**config.mk**
```make
export PLATFORM = sky130hd
export DESIGN_NAME = oled_text_arbiter
export DESIGN_NICKNAME = d
export VERILOG_FILES = /design/src/rtl/oled_text_arbiter.sv
export SDC_FILE = /design/constraint.sdc
export NUM_CORES = 1
export LEC_CHECK = 0
export BUFFER_PORTS_ARGS = -buffer_cell sky130_fd_sc_hd__buf_2
export CAP_MARGIN = 25
export CELL_PAD_IN_SITES_DETAIL_PLACEMENT = 1
export CELL_PAD_IN_SITES_GLOBAL_PLACEMENT = 2
export CORE_AREA = 2 2 358 360
export CTS_CLUSTER_DIAMETER = 40
export DETAILED_ROUTE_END_ITERATION = 10
export DIE_AREA = 0 0 360 362
export PLACE_DENSITY = 0.81
export SKIP_LAST_GASP = 1
export SYNTH_ARGS = -nofsm -noshare
export SYNTH_HDL_FRONTEND = slang
export SYNTH_SLANG_ARGS = --single-unit
```
**constraint.sdc**
```tcl
create_clock -name clk -period 19.4 [get_ports clk]
set_input_delay 1.94 -clock clk [delete_from_list [all_inputs] [get_ports clk]]
set_output_delay 1.94 -clock clk [all_outputs]
set_load 0.03 [all_outputs]
```
**src/rtl/oled_text_arbiter.sv**
```systemverilog
// Merges per-source AXI-Stream line updates into a four-line OLED text frame and
// offers whole-frame snapshots to the display wrapper, spaced by a hold-off window.
module oled_text_arbiter #(
  parameter int unsigned NUM_SRC        = 3,
  parameter int unsigned HOLDOFF_CYCLES = 16
) (
  input  logic                     clk,
  input  logic                     reset,
  input  logic [128*NUM_SRC-1:0]   s_axis_tdata,
  input  logic [2*NUM_SRC-1:0]     s_axis_tdest,
  input  logic [NUM_SRC-1:0]       s_axis_tvalid,
  output logic [NUM_SRC-1:0]       s_axis_tready,
  output logic [127:0]             m_axis_tdata_str1,
  output logic [127:0]             m_axis_tdata_str2,
  output logic [127:0]             m_axis_tdata_str3,
  output logic [127:0]             m_axis_tdata_str4,
  output logic                     m_axis_tvalid,
  input  logic                     m_axis_tready,
  output logic                     dirty,
  output logic [7:0]               frame_count
);

  localparam logic [1:0] StIdle  = 2'd0;
  localparam logic [1:0] StOffer = 2'd1;
  localparam logic [1:0] StHold  = 2'd2;

  localparam int unsigned HW = (HOLDOFF_CYCLES > 1) ? $clog2(HOLDOFF_CYCLES) : 1;

  logic [1:0]         r_state;
  logic [HW-1:0]      r_hold_cnt;
  logic [1:0]         r_rr;
  logic               r_dirty;
  logic [7:0]         r_frame_count;
  logic [127:0]       r_line [4];
  logic [127:0]       r_str  [4];

  logic [3:0]         w_valid4;
  logic [1:0]         w_idx;
  logic               w_gnt_vld;
  logic [1:0]         w_gnt_idx;
  logic [1:0]         w_rr_next;
  logic               w_accept;
  logic [1:0]         w_dest;
  logic [127:0]       w_data;
  logic [NUM_SRC-1:0] w_ready;

  // Padding to four bits keeps the 2-bit index legal for any NUM_SRC in 2..4.
  assign w_valid4 = 4'(s_axis_tvalid);

  always_comb begin
    w_gnt_vld = 1'b0;
    w_gnt_idx = '0;
    w_idx     = '0;
    for (int unsigned k = 0; k < NUM_SRC; k++) begin
      w_idx = 2'((32'(r_rr) + k) % NUM_SRC);
      if (!w_gnt_vld && w_valid4[w_idx]) begin
        w_gnt_vld = 1'b1;
        w_gnt_idx = w_idx;
      end
    end
  end

  always_comb begin
    w_dest  = '0;
    w_data  = '0;
    w_ready = '0;
    for (int i = 0; i < int'(NUM_SRC); i++) begin
      if (w_gnt_vld && (w_gnt_idx == 2'(i))) begin
        w_dest     = s_axis_tdest[2*i +: 2];
        w_data     = s_axis_tdata[128*i +: 128];
        w_ready[i] = !reset;
      end
    end
  end

  assign w_accept  = w_gnt_vld && !reset;
  assign w_rr_next = ((32'(w_gnt_idx) + 32'd1) == NUM_SRC) ? 2'd0 : w_gnt_idx + 2'd1;

  assign s_axis_tready     = w_ready;
  assign m_axis_tvalid     = (r_state == StOffer) && !reset;
  assign m_axis_tdata_str1 = r_str[0];
  assign m_axis_tdata_str2 = r_str[1];
  assign m_axis_tdata_str3 = r_str[2];
  assign m_axis_tdata_str4 = r_str[3];
  assign dirty             = r_dirty;
  assign frame_count       = r_frame_count;

  always_ff @(posedge clk) begin
    if (reset) begin
      r_state       <= StIdle;
      r_hold_cnt    <= '0;
      r_rr          <= '0;
      r_dirty       <= 1'b0;
      r_frame_count <= '0;
      for (int i = 0; i < 4; i++) begin
        r_line[i] <= '0;
        r_str[i]  <= '0;
      end
    end else begin
      if (w_accept) begin
        r_line[w_dest] <= w_data;
        r_rr           <= w_rr_next;
      end
      // A beat landing on the snapshot edge keeps dirty set for the next frame.
      if (w_accept) begin
        r_dirty <= 1'b1;
      end else if ((r_state == StIdle) && r_dirty) begin
        r_dirty <= 1'b0;
      end
      case (r_state)
        StIdle: begin
          if (r_dirty) begin
            r_state <= StOffer;
            for (int i = 0; i < 4; i++) r_str[i] <= r_line[i];
          end
        end
        StOffer: begin
          if (m_axis_tready) begin
            r_state       <= StHold;
            r_hold_cnt    <= HW'(HOLDOFF_CYCLES - 1);
            r_frame_count <= r_frame_count + 8'd1;
          end
        end
        StHold: begin
          if (r_hold_cnt == '0) r_state <= StIdle;
          else                  r_hold_cnt <= r_hold_cnt - HW'(1);
        end
        default: r_state <= StIdle;
      endcase
    end
  end

endmodule

```
; ---- Word level (Yosys, flattened, before mapping)
; Memories as Yosys holds them, arrays and structs flattened.
; Index checks and enable logic that the tools add are counted.
; Widths: inputs -> output; s select.
[classes]
n_lt_le_gt_ge = 3
reduce_logical = 20
div = 3
addsub = 6
bitwise = 4
muxes = 47
eq_ne = 9
[ops]
columns = op, count
row1 = $mux 128, 8
row2 = $reduce_or 128->1, 1
row3 = $mod 32x2->32 const B, 2
row4 = $mod 2x2->32 const B, 1
row5 = $mux 2, 11
row6 = $mux 1, 21
row7 = $lt 2x3->1 const B, 3
row8 = $add 8x1->8 const B, 1
row9 = $logic_and 1x1->1, 8
row10 = $mux 4, 2
row11 = $ne 2x2->1 const B, 4
row12 = $pmux 4 s2, 1
row13 = $add 2x1->3 const B, 2
row14 = $bmux 1 s2, 3
row15 = $pmux 2 s3, 1
row16 = $reduce_and 3->1, 2
row17 = $eq 2x1->1 const B, 2
row18 = $eq 2x2->1 const B, 2
row19 = $logic_not 2->1, 2
row20 = $logic_not 4->1, 1
row21 = $or 1x1->1, 4
row22 = $reduce_bool 2->1, 2
row23 = $sub 4x1->4 const B, 1
row24 = $add 2x2->3 const B, 1
row25 = 4 further kinds, 6
[totals]
output_inout_bits = 525
register_bits = 17
mem_bits_rw = 1024
elab_cells = 99
mem_count = 2
[mem_list]
columns = name, depth, word_bits, rd, rd_ports_with_merged_regs, wr, line
row1 = r_line, 4, 128, 4, 0, 4, 34  ; logic [127:0] r_line [4];
row2 = r_str, 4, 128, 4, 0, 4, 35  ; logic [127:0] r_str [4];

; ---- Logic depth before layout (Yosys ltp)
; Gate-level depths: netlist of run 1.
[logic_depth]
word_depth = 16
mapped_depth = 12
depth_no_buf = 8

; ---- Least setup slack after synthesis of run 1
; OpenSTA, ideal clock, no wires.
[synth_path]
path_kind = input-to-reg
startpoint = in reset
endpoint = mem r_str[0][0], enable pin
slack_ps = 4040
stages = 2
arrival_time_ps = 14390
required_time_ps = 18430
cell_sequence = clkbuf_1 > nand2b_1
[synth_lines]
columns = item, line
row1 = from (decl), 8  ; input logic reset,
row2 = to (decl), 35

; ---- Worst setup path after layout of run 1
[layout_path]
startpoint = in s_axis_tvalid[2]
endpoint = out s_axis_tready[0]
[layout_between]
elab_chain_len = 12
[layout_rtl]
columns = item, line
row1 = from (decl), 11  ; input logic [NUM_SRC-1:0] s_axis_tvalid,
row2 = $bmux 1 s2, 56  ; if (!w_gnt_vld && w_valid4[w_idx]) begin
row3 = $mux 1 (implied by the code), 56
row4 = $mux 1, 56
row5 = $logic_not 1->1, 56
row6 = $logic_and 1x1->1, 56
row7 = $mux 1, 56
row8 = $logic_not 1->1, 56
row9 = $logic_and 1x1->1, 56
row10 = $mux 2, 56
row11 = $logic_not 2->1, 68  ; if (w_gnt_vld && (w_gnt_idx == 2'(i))) begin
row12 = $logic_and 1x1->1 *, 68
row13 = $mux 1 *, 68
row14 = to (decl), 12  ; output logic [NUM_SRC-1:0] s_axis_tready,
; Every way passes the cells marked *; elsewhere a longest branch is shown, timed or not. The select of a mux whose other input is x is not followed.

==> summary.txt, run 1 <==
Run status
  • Outcome: finished clean

Finish
  • Commonest non-fill, non-tap cell in the layout: edfxtp_1
  • Area growth, synth to finish: 27.1%
  • Ratio of cells with drive above 1 in the final layout: 0.343
  • # nets final: about 4200
  • Fillers: between 10000 and 15000
  • Most frequent cells in the layout: edfxtp_1, buf_2, and2_1, nor3_1, clkbuf_16
  • Non-Filler Instances: 5599

Run
  • # Max-Cap Violations: 0

Global routing
  • Remaining global-route overflow: 0
  • Largest net degree at the start of global routing: 206
  • Overall routing resource usage: 0.209
  • Vias in the first global route: roughly 29000
  • Antenna violations before repair: 12
  • Global-route wire length before repair: about 200000 um

STA
  • Worst slew pin tran: 1.03 ns
  • Post-Route Skew: ~0.026 ns
  • Final setup violating endpoints: 0
  • Max Freq: approximately 160 MHz
  • Slew headroom: 0.314
  • Fin crit share: 0.330
  • Fin. max-slew vios: 0
  • RSZ-0062 raised after global routing: false
  • Minimum clock period: 6.39 ns
  • Setup TNS: 0 ns
  • Final hold viol count: 0

Worst setup path
  • Origin of the worst setup path: s_axis_tvalid[2]
  • Critical path class: primary input to primary output
  • Worst path cell trace: buf_2 -> and2_1 -> nor4_1 -> a22o_4 -> o21ai_2 -> nor2_1 -> buf_2
  • Required time of the critical path: roughly 17 ns
  • CP most frequent cell: buf_2
  • Critical path arrival: 4.45 ns
  • Worst-path fanout max: 62
  • Crit. End Element: primary output
  • R2r startpoint: r_rr[1]$_SDFFE_PP0P_
  • CP max stage delay: a little over 0.8 ns
  • Critical path's slowest cell: a22o_4
  • FF-to-FF path depth: 10
  • CP startpoint kind: primary input

Clocking
  • CTS Buf Count: about 140
  • Max Buffers Root-to-Sink: 3
  • Cts repair resizes: 0
  • CTS Sinks: around 1000
  • CTS Hold Bufs: 0
  • Postcts setup bufs: 0
  • Worst skew pair latency: about 0.73 ns
  • CTS tree: done
  • Root Driver: clkbuf_16
  • H-tree lvl count: 4
  • CTS clk-pin slew, worst paths: approximately 0.050 ns

Detailed routing
  • Routed vias: between 20000 and 30000
  • DR iter-0 viols: around 2400
  • DRT Pass-1 Iters: 5
  • Total Routed Length: between 100000 and 150000 um
  • WL/cell: approximately 25 um
  • Drt drc: 0
  • Post-DR vias/cell: approximately 5
  • DRT antenna net count: 0

Yosys
  • Post-synth EDFFs: approximately 1000
  • Count of cell types in the netlist: 50
  • Synth Flop Type: edfxtp_1
  • Yosys reg bits: about 1000
  • Async SR Flop Fraction: 0
  • Top cell type's share of synthesized area: 0.740
  • Leading area contributor after synthesis: edfxtp_1
  • Warnings from Yosys: 0
  • Sequential fraction of the synthesis area: 0.749
  • Largest cells by area after synthesis: edfxtp_1, and2_1, nor3_1
  • Synth Net Count: 3336
  • Cells after Synth: ~3000
  • Avg Cell Area, Syn: ~14 um2
  • Cell area after synthesis: between 40000 and 50000 um2

Pwr
  • Total power: approximately 9.7 mW
  • Pwr per Cell Area: approximately 180 nW/um2
  • Leakage: 21.6 nW
  • Maximum vdd drop: around 0.00014 V

Floorplan
  • Die height: between 300 and 400 um
  • I/O pin count: roughly 900
  • Initial Utilization: 0.328
  • Core Region: between 100000 and 150000 um2
  • FP Rows: 131
  • Horiz. Die Dim: about 360 um
  • Die footprint: 130000 um2

Worst hold path
  • Worst Hold Class: flip-flop to flip-flop
  • Worst Hold Launch: r_line[2][23]$_SDFFCE_PN0P_
  • WHS Path Cells: 1

Place
  • Final GP Congestion: 0.878
  • Dpl hpwl: roughly 94000 um
  • Input/output buffers: 920
  • Placed Cells: roughly 5300
-- path summary, 6_finish.rpt --
path / slack, ns / to
setup reg to reg: 13.99 / r_line[1][100]$_SDFFCE_PN0P_
hold / removal: 0.50 / r_str[2][23]$_SDFFCE_PN0P_
hold reg to reg: 0.50 / r_str[2][23]$_SDFFCE_PN0P_
setup / recovery: 13.01 / s_axis_tready[0]
-- cell usage after synthesis (all sizes together) (2+ instances only) --
library cell and instances:
edfxtp 1024, and2 514, nor3 260, nor2 145
nand2 140, clkbuf 134, inv 134, nand3 134
o211ai 130, a31o 128, buf 95, dfxtp 17
a21oi 11, ha 6, xor2 6, nand2b 5
o21ai 5, a211oi 3, a21o 3, mux2i 3
nand4 3, o21a 3, xnor2 3, a32oi 2
and3 2, nand3b 2, nor2b 2, nor4 2
o211a 2, or2 2
-- kinds of logic after synthesis --
logic type | count (synthesis) | share of synthesized area
adder cells (fa/ha/maj) | 6 | 0.00181
AND/OR/NAND/NOR | 1215 | 0.154
buffers and inverters | 363 | 0.0349
AO/OA/AOI/OAI | 297 | 0.0580
XOR/XNOR | 9 | 0.00190
flip-flops | 1041 | 0.749
multiplexers | 3 | 0.000723
-- flip-flops by register name, summed over array words and instances, names as in the netlist --
name and cells:
frame_count 8, r_str 512, r_state 2, r_rr 2, r_line 512, dirty 1, r_hold_cnt 4
-- area by class of cell --
| type | instances | area [um2] | area share |
|---|---|---|---|
| inverter | 134 | 503 | 0.00953 |
| tap | 1662 | 2080 | 0.0394 |
| clock inverter | 104 | 1160 | 0.0220 |
| clock buffer | 163 | 3800 | 0.0721 |
| sequential | 1041 | 31100 | 0.589 |
| timing repair buffer | 959 | 5020 | 0.0951 |
| multi-input combinational | 1530 | 9100 | 0.172 |
| antenna | 6 | 15.0 | 0.000285 |
-- power breakdown --
| group | internal [mW] | switching [mW] | leakage [nW] |
|---|---|---|---|
| combinational | 0.743 | 2.59 | 8.18 |
| clock | 1.62 | 1.07 | 2.38 |
| sequential | 3.48 | 0.210 | 11.0 |
-- layer usage --
| layer | vias to the layer above | track usage | wire length (um) |
|---|---|---|---|
| met5 | - | 0 | 43 |
| met4 | 6 | 0.0834 | 5410 |
| met3 | 283 | 0.0473 | 8840 |
| met2 | 1089 | 0.353 | 69700 |
| met1 | 14300 | 0.260 | 56400 |
| li1 | 12400 | - | - |
-- through the flow --
step           utilization  hold WS (ns)  instance area [um2]  worst slack, ns
2_1_floorplan            -         0.469                41500             4.04
3_3_place_gp         0.377         0.498                47700            12.68
3_5_place_dp         0.377         0.494                47700            12.55
4_1_cts              0.416         0.494                52700            13.02
5_1_grt              0.416         0.503                52800            12.83
6_report             0.417         0.497                52800            13.01
-- worst max-delay path: cells and delay by family --
family                 cells  cell delay [ns]
AND/OR/NAND/NOR            3             1.02
AO/OA/AOI/OAI              2             1.10
buffers and inverters      2             0.36
Power figures use the tool's default switching activity.
==> run 2: changes to the inputs <==
==> constraint.sdc (replaced) <==
create_clock -name clk -period 6.2 [get_ports clk]
set_input_delay 0.62 -clock clk [delete_from_list [all_inputs] [get_ports clk]]
set_output_delay 0.62 -clock clk [all_outputs]
set_load 0.03 [all_outputs]
==> run 2 against run 1 <==
Compared with the run above:
- global-route usage up 0.65 points
- wire length is 2.5% higher
- clock-buffer cell count shrank 6
==> summary.txt, run 2 (synthesis gave the netlist of run 1 again) <==
Run status
  • Outcome: finished clean

Worst setup path
  • CP startpoint kind: flip-flop
  • Critical path arrival: 5.18 ns (+0.73 ns)
  • Worst path cell trace: inv_1 -> ha_1 -> nor2b_1 -> nor4_1 -> a22o_4 -> o21ai_2 -> o211ai_1 -> a21o_4 -> buf_12
  • Origin of the worst setup path: r_rr[0]$_SDFFE_PP0P_
  • Required time of the critical path: 6.57 ns (-10.89 ns)
  • R2r startpoint: r_rr[0]$_SDFFE_PP0P_
  • Critical path class: flip-flop to flip-flop
  • Crit. End Element: flip-flop
  • FF-to-FF path depth: 9 (-1)
  • Worst reg2reg setup slack: 1.40 ns (-12.59 ns)
  • CP max stage delay: 0.81 ns (-0.02 ns)
  • Worst-path fanout max: 71 (+15%)
  • Critical path's slowest cell: a22o_4
  • Reg-to-Reg End: r_line[2][84]$_SDFFCE_PN0P_

Pwr
  • Combinational Power Share: 0.343 (about the same)
  • Leakage: 21.7 nW (+0.59%)
  • Cell-internal power: 18.7 mW (+220%)
  • Maximum vdd drop: 0.000708 V (+410%)
  • Sw power: 12.3 mW (+220%)
  • Clock power frac: 0.283 (+0.006)
  • Pwr per Cell Area: 584 nW/um2 (+220%)
  • Sequential power share: 0.373 (-0.007)
  • Switching Share: 0.397 (-0.00157)
  • Total power: 31.0 mW (+220%)

Global routing
  • Largest net degree at the start of global routing: 199 (-3.4%)
  • Antenna violations before repair: 14 (+2)
  • Overall routing resource usage: 0.216 (+0.00646)
  • Global-route wire length before repair: 206000 um (+2.7%)
  • Remaining global-route overflow: 0 (unchanged)
  • Vias in the first global route: 29200 (+2.5%)

Clocking
  • CTS tree: done
  • CTS clk-pin slew, worst paths: 0.05 ns (about the same)
  • Root Driver: clkbuf_16
  • Postcts setup bufs: 0 (unchanged)
  • CTS Buf Count: 148 (+2.8%)
  • Max Buffers Root-to-Sink: 3 (unchanged)
  • Cts repair resizes: 0 (unchanged)
  • H-tree lvl count: 4 (unchanged)
  • CTS Hold Bufs: 0 (unchanged)
  • CTS Sinks: 1041 (unchanged)
  • Worst skew pair latency: 0.77 ns (+0.04 ns)

Floorplan
  • Die height: 362 um (unchanged)
  • Die footprint: 130000 um2 (unchanged)
  • FP Rows: 131 (unchanged)
  • Initial Utilization: 0.328 (unchanged)
  • Core Region: 127000 um2 (unchanged)
  • I/O pin count: 921 (unchanged)
  • Horiz. Die Dim: 360 um (unchanged)

Worst hold path
  • Worst Hold Launch: m_axis_tready
  • WHS Path Cells: 4 (+3)
  • Hold Path Sink: r_state[0]$_SDFFE_PP0P_
  • Worst Hold Class: primary input to flip-flop

Place
  • Dpl hpwl: 94000 um (-0.15%)
  • Input/output buffers: 920 (unchanged)
  • Final GP Congestion: 0.863 (-1.7%)
  • Placed Cells: 5324 (unchanged)

STA
  • Worst slew pin tran: 1.06 ns (+0.0339 ns)
  • Slew headroom: 0.292 (-0.0226)
  • Setup TNS: 0 ns (unchanged)
  • RSZ-0062 raised after global routing: false
  • Fin crit share: 0.775
  • Final hold viol count: 0 (unchanged)
  • Minimum clock period: approximately 4.8 ns
  • Fin. max-slew vios: 0 (unchanged)
  • Max Freq: between 200 and 250 MHz
  • Final setup violating endpoints: 0 (unchanged)
  • Post-Route Skew: 0.0396 ns (+0.0136 ns)

Detailed routing
  • Total Routed Length: 144000 um (+2.5%)
  • DR iter-0 viols: 2594 (+9.5%)
  • Post-DR vias/cell: 5.09 (+1.5%)
  • Routed vias: 28500 (+1.5%)
  • WL/cell: 25.7 um (+2.5%)
  • DRT Pass-1 Iters: 5 (unchanged)
  • Drt drc: 0 (unchanged)
  • DRT antenna net count: 0 (unchanged)

Finish
  • # nets final: 4214 (+0.047%)
  • Commonest non-fill, non-tap cell in the layout: edfxtp_1
  • FF/Latch Area: 31100 um2 (unchanged)
  • Non-Filler Instances: 5598 (-0.018%)
  • Fillers: 13300 (-0.045%)
  • Ratio of cells with drive above 1 in the final layout: 0.344 (+0.000930)
  • Area growth, synth to finish: 27.8%
  • Most frequent cells in the layout: edfxtp_1, buf_2, and2_1, nor3_1, clkbuf_16
  • Multi-input logic area: 9100 um2 (unchanged)

Run
  • # Max-Cap Violations: 0 (unchanged)
## run 2: critical path, delay by kind of cell, from the launching register on
family,cells,cell delay (ns)
buffers and inverters,2,0.48
and+or+nand+nor,2,0.88
DFF,1,0.38
AOI/OAI and AO/OA,4,2.10
adders and majority gates,1,0.32
## run 2: power by group through the flow
stage	clock network, mW	registers [mW]	logic (mW)
finish	8.78	11.6	10.6
global route	9.23	11.8	11.3
CTS	8.94	11.6	10.8
detailed placement	0	11.7	10.7
global placement	0	11.6	10.5
floorplan	0	13.3	4.76
## run 2: worst max path at each step
stage / endpoint / cells after the start
floorplan: r_line[0][0]$_SDFFCE_PN0P_ / 10
global placement: r_line[2][93]$_SDFFCE_PN0P_ / 8
detailed placement: r_line[2][93]$_SDFFCE_PN0P_ / 8
CTS: r_line[2][84]$_SDFFCE_PN0P_ / 9
global route: r_line[2][87]$_SDFFCE_PN0P_ / 9
finish: r_line[2][84]$_SDFFCE_PN0P_ / 9
## run 2: final cells by class
cell class                      instances  share of cell area
Timing Repair Buffer                  957              0.0964
Clock buffer                          157              0.0712
Sequential cell                      1041               0.586
Antenna cell                            4            0.000189
Inverter                              134             0.00947
Multi-Input combinational cell       1530               0.171
Clock inverter                        113              0.0264
Tap cell                             1662              0.0392
## run 2: stage by stage
| step | setup WS (ns) | utilization | cell area [um2] | hold WS (ns) |
|---|---|---|---|---|
| global placement | 1.55 | 0.378 | 47900 | 0.485 |
| global route | 1.17 | 0.419 | 53100 | 0.183 |
| detailed placement | 1.40 | 0.378 | 47900 | 0.497 |
| CTS | 1.37 | 0.419 | 53100 | 0.131 |
| finish | 1.40 | 0.419 | 53100 | 0.200 |
| floorplan | 0.684 | - | 41500 | 0.469 |
## run 2: metal layers
metal  vias to the layer above  part of all wire  GRT usage
met5                         -           0.00022          0
met4                         4             0.040     0.0942
met3                       291             0.066     0.0485
met2                      1166              0.49      0.358
met1                     14600              0.40      0.271
li1                      12400                 -          -
